### src/rtl/io_clk_reconfig_if.sv
// DRP bus between the reconfiguration controller (master) and an MMCM DRP port (slave).
interface io_clk_reconfig_if;
   logic [6:0]  drp_daddr;
   logic [15:0] drp_di;
   logic [15:0] drp_do;
   logic        drp_den;
   logic        drp_dwe;
   logic        drp_drdy;

   modport master (
      output drp_daddr, drp_di, drp_den, drp_dwe,
      input  drp_do, drp_drdy
   );

   modport slave (
      input  drp_daddr, drp_di, drp_den, drp_dwe,
      output drp_do, drp_drdy
   );
endinterface

### src/rtl/io_clk_reconfig.sv
// MMCM CLKOUT0 divide reconfiguration over DRP (read-modify-write of ClkReg1/ClkReg2).
// Define IO_CLK_RECONFIG_READBACK_EN to verify each written register by re-reading it.
module io_clk_reconfig #(
   parameter logic [6:0]  CLKREG1_ADDR = 7'h08,
   parameter int unsigned LOCK_TIMEOUT = 65535
) (
   input  logic                     clk,
   input  logic                     rst_n,
   input  logic                     req,
   input  logic [6:0]               divide,
   output logic                     busy,
   output logic                     done,
   output logic                     err,
   output logic                     mmcm_rst,
   input  logic                     mmcm_locked,
   io_clk_reconfig_if.master        drp
);

   typedef enum logic [3:0] {
      STARTUP, IDLE, ASSERT_RST, RD, RD_WAIT, WR, WR_WAIT, RELEASE, WAIT_LOCK, DONE
   } state_t;

   localparam logic [31:0] DRP_WAIT_MAX = 32'd255;

   state_t      state_q, state_d;
   logic        sel_q, sel_d;
   logic [6:0]  div_q, div_d;
   logic [6:0]  daddr_q, daddr_d;
   logic [15:0] di_q, di_d;
   logic [31:0] cnt_q, cnt_d;
   logic        err_q, err_d;
   logic        rst_q, rst_d;
   logic        boot_q, boot_d;
   logic        lock_meta_q, lock_sync_q;
   logic        chk_q, chk_d;

   logic        div_one;
   logic [5:0]  hi_cnt, lo_cnt;
   logic [15:0] word1, word2;
   logic        advance, abort;

   // HIGH = divide>>1 and LOW = divide-HIGH = HIGH + divide[0]; divide==1 uses NO_COUNT
   assign div_one = (div_q == 7'd1);
   assign hi_cnt  = div_one ? 6'd1 : div_q[6:1];
   assign lo_cnt  = div_one ? 6'd1 : div_q[6:1] + {5'd0, div_q[0]};
   assign word1   = {drp.drp_do[15:12], hi_cnt, lo_cnt};
   assign word2   = {drp.drp_do[15:8], div_q[0] & ~div_one, div_one, drp.drp_do[5:0]};

   always_ff @(posedge clk or negedge rst_n) begin
      if (!rst_n) begin
         lock_meta_q <= 1'b0;
         lock_sync_q <= 1'b0;
      end else begin
         lock_meta_q <= mmcm_locked;
         lock_sync_q <= lock_meta_q;
      end
   end

   always_ff @(posedge clk or negedge rst_n) begin
      if (!rst_n) begin
         state_q <= STARTUP;
         sel_q   <= 1'b0;
         div_q   <= '0;
         daddr_q <= '0;
         di_q    <= '0;
         cnt_q   <= '0;
         err_q   <= 1'b0;
         rst_q   <= 1'b1;
         boot_q  <= 1'b0;
         chk_q   <= 1'b0;
      end else begin
         state_q <= state_d;
         sel_q   <= sel_d;
         div_q   <= div_d;
         daddr_q <= daddr_d;
         di_q    <= di_d;
         cnt_q   <= cnt_d;
         err_q   <= err_d;
         rst_q   <= rst_d;
         boot_q  <= boot_d;
         chk_q   <= chk_d;
      end
   end

   always_comb begin
      state_d     = state_q;
      sel_d       = sel_q;
      div_d       = div_q;
      daddr_d     = daddr_q;
      di_d        = di_q;
      cnt_d       = cnt_q;
      err_d       = err_q;
      rst_d       = rst_q;
      boot_d      = boot_q;
      chk_d       = chk_q;
      advance     = 1'b0;
      abort       = 1'b0;
      drp.drp_den = 1'b0;
      drp.drp_dwe = 1'b0;

      case (state_q)
         STARTUP: begin
            rst_d   = 1'b0;
            cnt_d   = '0;
            boot_d  = 1'b1;
            state_d = WAIT_LOCK;
         end
         IDLE: begin
            if (req) begin
               if (divide == 7'd0 || divide == 7'h7f) begin
                  err_d = 1'b1;
               end else begin
                  err_d   = 1'b0;
                  div_d   = divide;
                  rst_d   = 1'b1;
                  state_d = ASSERT_RST;
               end
            end
         end
         ASSERT_RST: begin
            sel_d   = 1'b0;
            chk_d   = 1'b0;
            daddr_d = CLKREG1_ADDR;
            state_d = RD;
         end
         RD: begin
            drp.drp_den = 1'b1;
            cnt_d       = '0;
            state_d     = RD_WAIT;
         end
         RD_WAIT: begin
            if (drp.drp_drdy) begin
`ifdef IO_CLK_RECONFIG_READBACK_EN
               if (chk_q) begin
                  if (drp.drp_do != di_q) begin
                     abort = 1'b1;
                  end else begin
                     chk_d   = 1'b0;
                     advance = 1'b1;
                  end
               end else begin
                  di_d    = sel_q ? word2 : word1;
                  state_d = WR;
               end
`else
               di_d    = sel_q ? word2 : word1;
               state_d = WR;
`endif
            end else if (cnt_q == DRP_WAIT_MAX) begin
               abort = 1'b1;
            end else begin
               cnt_d = cnt_q + 32'd1;
            end
         end
         WR: begin
            drp.drp_den = 1'b1;
            drp.drp_dwe = 1'b1;
            cnt_d       = '0;
            state_d     = WR_WAIT;
         end
         WR_WAIT: begin
            if (drp.drp_drdy) begin
`ifdef IO_CLK_RECONFIG_READBACK_EN
               chk_d   = 1'b1;
               state_d = RD;
`else
               advance = 1'b1;
`endif
            end else if (cnt_q == DRP_WAIT_MAX) begin
               abort = 1'b1;
            end else begin
               cnt_d = cnt_q + 32'd1;
            end
         end
         RELEASE: begin
            rst_d   = 1'b0;
            cnt_d   = '0;
            state_d = WAIT_LOCK;
         end
         WAIT_LOCK: begin
            if (lock_sync_q) begin
               boot_d  = 1'b0;
               state_d = boot_q ? IDLE : DONE;
            end else if (cnt_q == LOCK_TIMEOUT) begin
               err_d   = 1'b1;
               boot_d  = 1'b0;
               state_d = IDLE;
            end else begin
               cnt_d = cnt_q + 32'd1;
            end
         end
         DONE:    state_d = IDLE;
         default: state_d = IDLE;
      endcase

      // Shared exits of the two wait states: move to ClkReg2 / release, or bail out
      if (advance) begin
         if (!sel_q) begin
            sel_d   = 1'b1;
            daddr_d = CLKREG1_ADDR + 7'd1;
            state_d = RD;
         end else begin
            state_d = RELEASE;
         end
      end
      if (abort) begin
         err_d   = 1'b1;
         rst_d   = 1'b0;
         state_d = IDLE;
      end
   end

   assign busy          = (state_q != IDLE);
   assign done          = (state_q == DONE);
   assign err           = err_q;
   assign mmcm_rst      = rst_q;
   assign drp.drp_daddr = daddr_q;
   assign drp.drp_di    = di_q;

endmodule

### src/flat_wrapper.sv
// flat-port wrapper written by rule: the top's interface ports become plain ports
module io_clk_reconfig_flat 
#(
   parameter logic [6:0]  CLKREG1_ADDR = 7'h08,
   parameter int unsigned LOCK_TIMEOUT = 65535
)
  (clk, rst_n, req, divide, busy, done, err, mmcm_rst, mmcm_locked, drp_drp_daddr, drp_drp_di, drp_drp_den, drp_drp_dwe, drp_drp_do, drp_drp_drdy);
  io_clk_reconfig_if drp_i ();
  input  logic clk;
  input  logic rst_n;
  input  logic req;
  input  logic [6:0] divide;
  output logic busy;
  output logic done;
  output logic err;
  output logic mmcm_rst;
  input  logic mmcm_locked;
  output wire logic [$bits(drp_i.drp_daddr)-1:0] drp_drp_daddr;
  output wire logic [$bits(drp_i.drp_di)-1:0] drp_drp_di;
  output wire logic [$bits(drp_i.drp_den)-1:0] drp_drp_den;
  output wire logic [$bits(drp_i.drp_dwe)-1:0] drp_drp_dwe;
  input wire logic [$bits(drp_i.drp_do)-1:0] drp_drp_do;
  input wire logic [$bits(drp_i.drp_drdy)-1:0] drp_drp_drdy;
  assign drp_drp_daddr = drp_i.drp_daddr;
  assign drp_drp_di = drp_i.drp_di;
  assign drp_drp_den = drp_i.drp_den;
  assign drp_drp_dwe = drp_i.drp_dwe;
  assign drp_i.drp_do = drp_drp_do;
  assign drp_i.drp_drdy = drp_drp_drdy;
  io_clk_reconfig #(.CLKREG1_ADDR(CLKREG1_ADDR), .LOCK_TIMEOUT(LOCK_TIMEOUT)) u_core (.clk(clk), .rst_n(rst_n), .req(req), .divide(divide), .busy(busy), .done(done), .err(err), .mmcm_rst(mmcm_rst), .mmcm_locked(mmcm_locked), .drp(drp_i));
endmodule
### config.mk
export PLATFORM = sky130hd
export DESIGN_NAME = io_clk_reconfig_flat
export DESIGN_NICKNAME = d
export VERILOG_FILES = /design/src/rtl/io_clk_reconfig_if.sv /design/src/rtl/io_clk_reconfig.sv /design/src/flat_wrapper.sv
export SDC_FILE = /design/constraint.sdc
export NUM_CORES = 1
export LEC_CHECK = 0
export ABC_AREA = 1
export CORE_AREA = 2 2 92 94
export CTS_CLUSTER_DIAMETER = 200
export DETAILED_ROUTE_END_ITERATION = 8
export DIE_AREA = 0 0 94 96
export HOLD_SLACK_MARGIN = 0.15
export PLACE_DENSITY = 0.78
export REMOVE_ABC_BUFFERS = 1
export SETUP_SLACK_MARGIN = 0.5
export SLEW_MARGIN = 20
export SYNTH_ARGS = -nofsm -noshare
export SYNTH_HDL_FRONTEND = slang
export SYNTH_SLANG_ARGS = --single-unit
### constraint.sdc
create_clock -name clk -period 4.8 [get_ports clk]
set_input_delay 0.96 -clock clk [delete_from_list [all_inputs] [get_ports clk]]
set_output_delay 0.96 -clock clk [all_outputs]
set_load 0.01 [all_outputs]
* Word-level counts from Yosys, hierarchy flattened
Index checks and enable logic that the tools add are counted.
Storage, ports and cells: input port bits 28, word-level logic and storage cells 106, output and inout bits 29, register bits after elaboration 72
Cells by class: mux-type cells 44, eq/ne operators 28, bitwise operators 3, add/subtract/negate cells 2, reduce and logical (&&, ||, !) cells 18
Operators with widths (count):
- $mux W32 | 4
- $pmux W32 S3 | 1
- $add A32 B1 Y32 const B | 1
- $eq A32 B16 Y1 const B | 1
- $eq A32 B8 Y1 const B | 1
- $mux W4 | 8
- $pmux W4 S8 | 1
- $mux W7 | 3
- $mux W1 | 20
- $eq A4 B3 Y1 const B | 4
- $mux W12 | 1
- $mux W6 | 2
- $ne A4 B2 Y1 const B | 3
- $reduce_and A5 Y1 | 2
- $ne A3 B1 Y1 const B | 3
- $reduce_bool A3 Y1 | 3
- $eq A4 B2 Y1 const B | 2
- $eq A4 B4 Y1 const B | 2
- $ne A2 B2 Y1 const B | 4
- $eq A7 B1 Y1 const B | 1
- $eq A7 B7 Y1 const B | 1
- $logic_not A7 Y1 | 1
- $add A6 B1 Y6 | 1
- $ne A3 B2 Y1 const B | 2
- other kinds (16) | 23

* Longest topological paths before layout
word-level depth 7, mapped depth 13, gate-level depth less buffers 12

* Worst setup path before layout
No wires, ideal clock.
kind reg2out, from register u_core.state_q[2], to output busy, path slack 2.926 ns, required time 3.840 ns, cell stages (with the launch flop) 5, buffers on the path 0, arrival 0.914 ns, cell sequence dfrtp_1 -> nor2_1 -> inv_2 -> nor2_1 -> inv_1
On the way: longest elaborated chain between the ends 1
Ends and longest elaborated chain:
- from (decl) | RTL line io_clk_reconfig.sv:25 | state_t state_q, state_d;
- from (signal assigned) | RTL line io_clk_reconfig.sv:72 | state_q <= state_d;
- $ne A4 B1 Y1 | RTL line io_clk_reconfig.sv:213 | assign busy = (state_q != IDLE);
- to (decl) | RTL line flat_wrapper.sv:13 | output logic busy;
No other way between the ends.

* Final worst setup path
Ends and elaborated chain as after synthesis.

==> flow_metrics.py <==
metrics = {
    "floorplan": {
        "initial_core_util_pct": 53.0,
        "io_pins": 57,
        "dieHeight_um": 96,
        "die_w_um": 94,
        "core_um2": 8050,
        "dieArea_um2": 9020,
        "std_cell_rows": 33,
    },
    "sta": {
        "clock.fmax_mhz": 342,
        "hold_viol_final": 0,
        "skew_ns": 0.00890,
        "final-max-slew-violation-count": 0,
        "relSlewSlack_pct": 52.7,
        "finalSetupTns_ns": 0,
        "setup_viol": 0,
        "worst_pin_slew_ns": 0.708,
        "min_period_ns": 2.92,
        "rsz0062_at_grt": "no",
        "finalCritPeriodShare_pct": 60.9,
    },
    "placement": {
        "gp_congestion": 0.936,
        "dp_hpwl_um": 7500,
        "port_buffers": 54,
        "placed_cells": 742,
    },
    "logic_synthesis": {
        "async_reset_ff_share_pct": 100,
        "synthDistinctLibCells": 35,
        "yosysWarningCount": 0,
        "yosysSeqAreaShare_pct": 42.3,
        "yosys-top-cells-count": "nand2_1, nor2_1, dfrtp_1",
        "synth_edf_count": 0,
        "netlist.area_leader.share_pct": 41.6,
        "yosysTopAreaCell": "dfrtp_1",
        "synth.most_common_cell": "nand2_1",
        "synth_top_flop_cell": "dfrtp_1",
        "synth_seq_cells": 72,
        "syn_inst": 596,
        "syn_area_um2": 4270,
        "netlist_top_cells_area": "dfrtp_1, nand2_1, nor2_1",
        "syn_area_per_cell_um2": 7.16,
    },
    "cts": {
        "ctsHoldBuffers": 0,
        "h-tree-depth": 3,
        "cts_resized": 0,
        "cts_root_buf": "clkbuf_8",
        "numCtsBuffers": 9,
        "cts_tree": "done",
        "clkTransAtPathRegs_ns": 0.08,
        "numClockSinks": 72,
        "post_cts_buffers": 0,
        "clk_latency_ns": 0.35,
        "clk_path_buf_depth": 2,
    },
    "power_and_ir_drop": {
        "ir_drop_uv": 194,
        "power_density_nw_per_um2": 508,
        "p_leak_nw": 2.38,
    },
    "global_route": {
        "overflow": 0,
        "track_usage_pct": 24.1,
        "grt_pass1_vias": 3685,
        "grt_start_max_net_pins": 47,
        "grt_pass1_wl_um": 16900,
        "antenna_found_initial": 0,
    },
    "hold_path": {
        "hold_class": "reg2reg",
    },
    "worst_setup_path": {
        "ff2ff_path_depth": 12,
        "critPathMaxFanout": 5,
        "cp_data_required_time_ns": 3.84,
        "critPathArrivalTime_ns": 1.96,
        "reg2reg_from": "u_core.cnt_q[0]$_DFFE_PN0P_",
        "endpoint": "busy",
        "crit_path_start_kind": "flop",
        "endpoint_kind": "output port",
        "rrSetupSlack_ns": 2.63,
        "startpoint": "u_core.state_q[2]$_DFFE_PN0P_",
        "rr_endpoint": "u_core.cnt_q[7]$_DFFE_PN0P_",
        "critPathKind": "reg2out",
    },
    "status": {
        "status": "completed",
    },
    "finish": {
        "drive_gt1_share_pct": 7.20,
        "syn_to_final_growth_pct": 19.3,
        "fin_nets": 680,
        "n_antenna_cell": 0,
        "stdcell_count": 758,
        "fill_cells": 731,
        "final_util_pct": 63.2,
    },
    "route": {
        "ant_nets": 0,
        "first_iter_violations": 266,
        "drtPass1Iterations": 5,
        "drc": 0,
        "num_vias": 3872,
        "drt-total-wl_um": 10100,
        "wl_per_cell_um": 13.4,
        "viasPerCell": 5.11,
    },
    "job": {
        "maxCapViolCount": 0,
    },
}
[logic make-up (layout without fill, tap and decap cells)]
kind of cell,Yosys count,count (layout),share of synthesized area [%]
XOR/XNOR,20,20,4.11
AO/OA/AOI/OAI,61,61,8.01
buffers and inverters,64,121,6.63
adder cells (fa/ha/maj),4,4,1.17
flip-flops,72,72,42.3
AND/OR/NAND/NOR,375,375,37.8
[cell usage in the layout, fill, tap and decap left out, types with 2 or more instances in the layout]
cell / netlist / layout
nand4_1: 9 / 9
clkbuf_8: 0 / 9
inv_2: 5 / 5
nor2_2: 4 / 4
xor2_1: 13 / 13
or2_2: 6 / 6
xnor2_1: 7 / 7
nand3b_1: 2 / 2
nand2_4: 2 / 2
a2bb2oi_1: 7 / 7
nand3_1: 32 / 32
nand2_1: 202 / 202
inv_1: 44 / 44
o21ai_0: 27 / 27
o21ai_1: 10 / 10
clkdlybuf4s50_1: 0 / 53
nor2_4: 3 / 3
dfrtp_1: 71 / 71
a21oi_1: 13 / 13
nor3_1: 16 / 16
ha_1: 4 / 4
bufinv_16: 0 / 3
inv_6: 0 / 2
nor2_1: 91 / 91
nand2_2: 3 / 3
[how the worst min path moves through the flow]
| stage | startpoint | end | cells past startpoint |
|---|---|---|---|
| 6_report | u_core.lock_meta_q$_DFF_PN0_ | u_core.lock_sync_q$_DFF_PN0_ | 0 |
| 5_1_grt | u_core.lock_meta_q$_DFF_PN0_ | u_core.lock_sync_q$_DFF_PN0_ | 0 |
| 4_1_cts | u_core.lock_meta_q$_DFF_PN0_ | u_core.lock_sync_q$_DFF_PN0_ | 0 |
| 3_5_place_dp | u_core.lock_meta_q$_DFF_PN0_ | u_core.lock_sync_q$_DFF_PN0_ | 0 |
| 3_3_place_gp | u_core.lock_meta_q$_DFF_PN0_ | u_core.lock_sync_q$_DFF_PN0_ | 0 |
| 2_1_floorplan | u_core.lock_meta_q$_DFF_PN0_ | u_core.lock_sync_q$_DFF_PN0_ | 0 |
[through the flow]
stage	worst slack (ns)	total power (W)	hold WS (ns)	area (um2)
2_1_floorplan	2.93	0.00156	0.331	4170
3_3_place_gp	2.06	0.00198	0.335	4850
3_5_place_dp	2.05	0.00201	0.341	4850
4_1_cts	1.88	0.00260	0.360	5090
5_1_grt	1.74	0.00278	0.374	5090
6_report	1.88	0.00259	0.358	5090
[worst max-delay path, stage by stage (launching register included)]
cell             delay [ns]
dfrtp_1                0.43
nor2_1                 0.20
inv_2                  0.08
nor2_1                 0.25
inv_1                  0.14
clkdlybuf4s50_1        0.50
[registers in the layout, summed over array words and instances (netlist names)]
name                  flops
u_core.cnt_q             32
u_core.drp.drp_di        16
u_core.div_q              7
u_core.drp.drp_daddr      7
u_core.state_q            4
u_core.boot_q             1
u_core.err                1
u_core.lock_meta_q        1
u_core.lock_sync_q        1
u_core.mmcm_rst           1
u_core.sel_q              1
[per-layer routing]
layer | vias to the layer above | GRT usage [%] | part of all wire (%)
met2 | 92 | 42.0 | 49
met1 | 1769 | 30.4 | 45
met4 | 0 | 8.21 | 1.7
met3 | 16 | 4.23 | 4.4
li1 | 1995 | - | -
met5 | - | 0 | 0
[layout make-up]
type / instances / area, um2 / share of cell area [%]
Tap cell: 105 / 131 / 2.58
Clock buffer: 10 / 128 / 2.51
Timing Repair Buffer: 55 / 543 / 10.7
Clock inverter: 6 / 115 / 2.26
Sequential cell: 72 / 1800 / 35.4
Inverter: 50 / 190 / 3.74
Multi-Input combinational cell: 460 / 2180 / 42.8
[power by group]
group	internal, W	total (W)	switching (W)	leakage (nW)
Clock	0.000349	0.000595	0.000245	0.117
Sequential	0.000763	0.000885	0.000122	0.937
Combinational	0.000417	0.00111	0.000690	1.33
(Power assumes the default switching activity.)
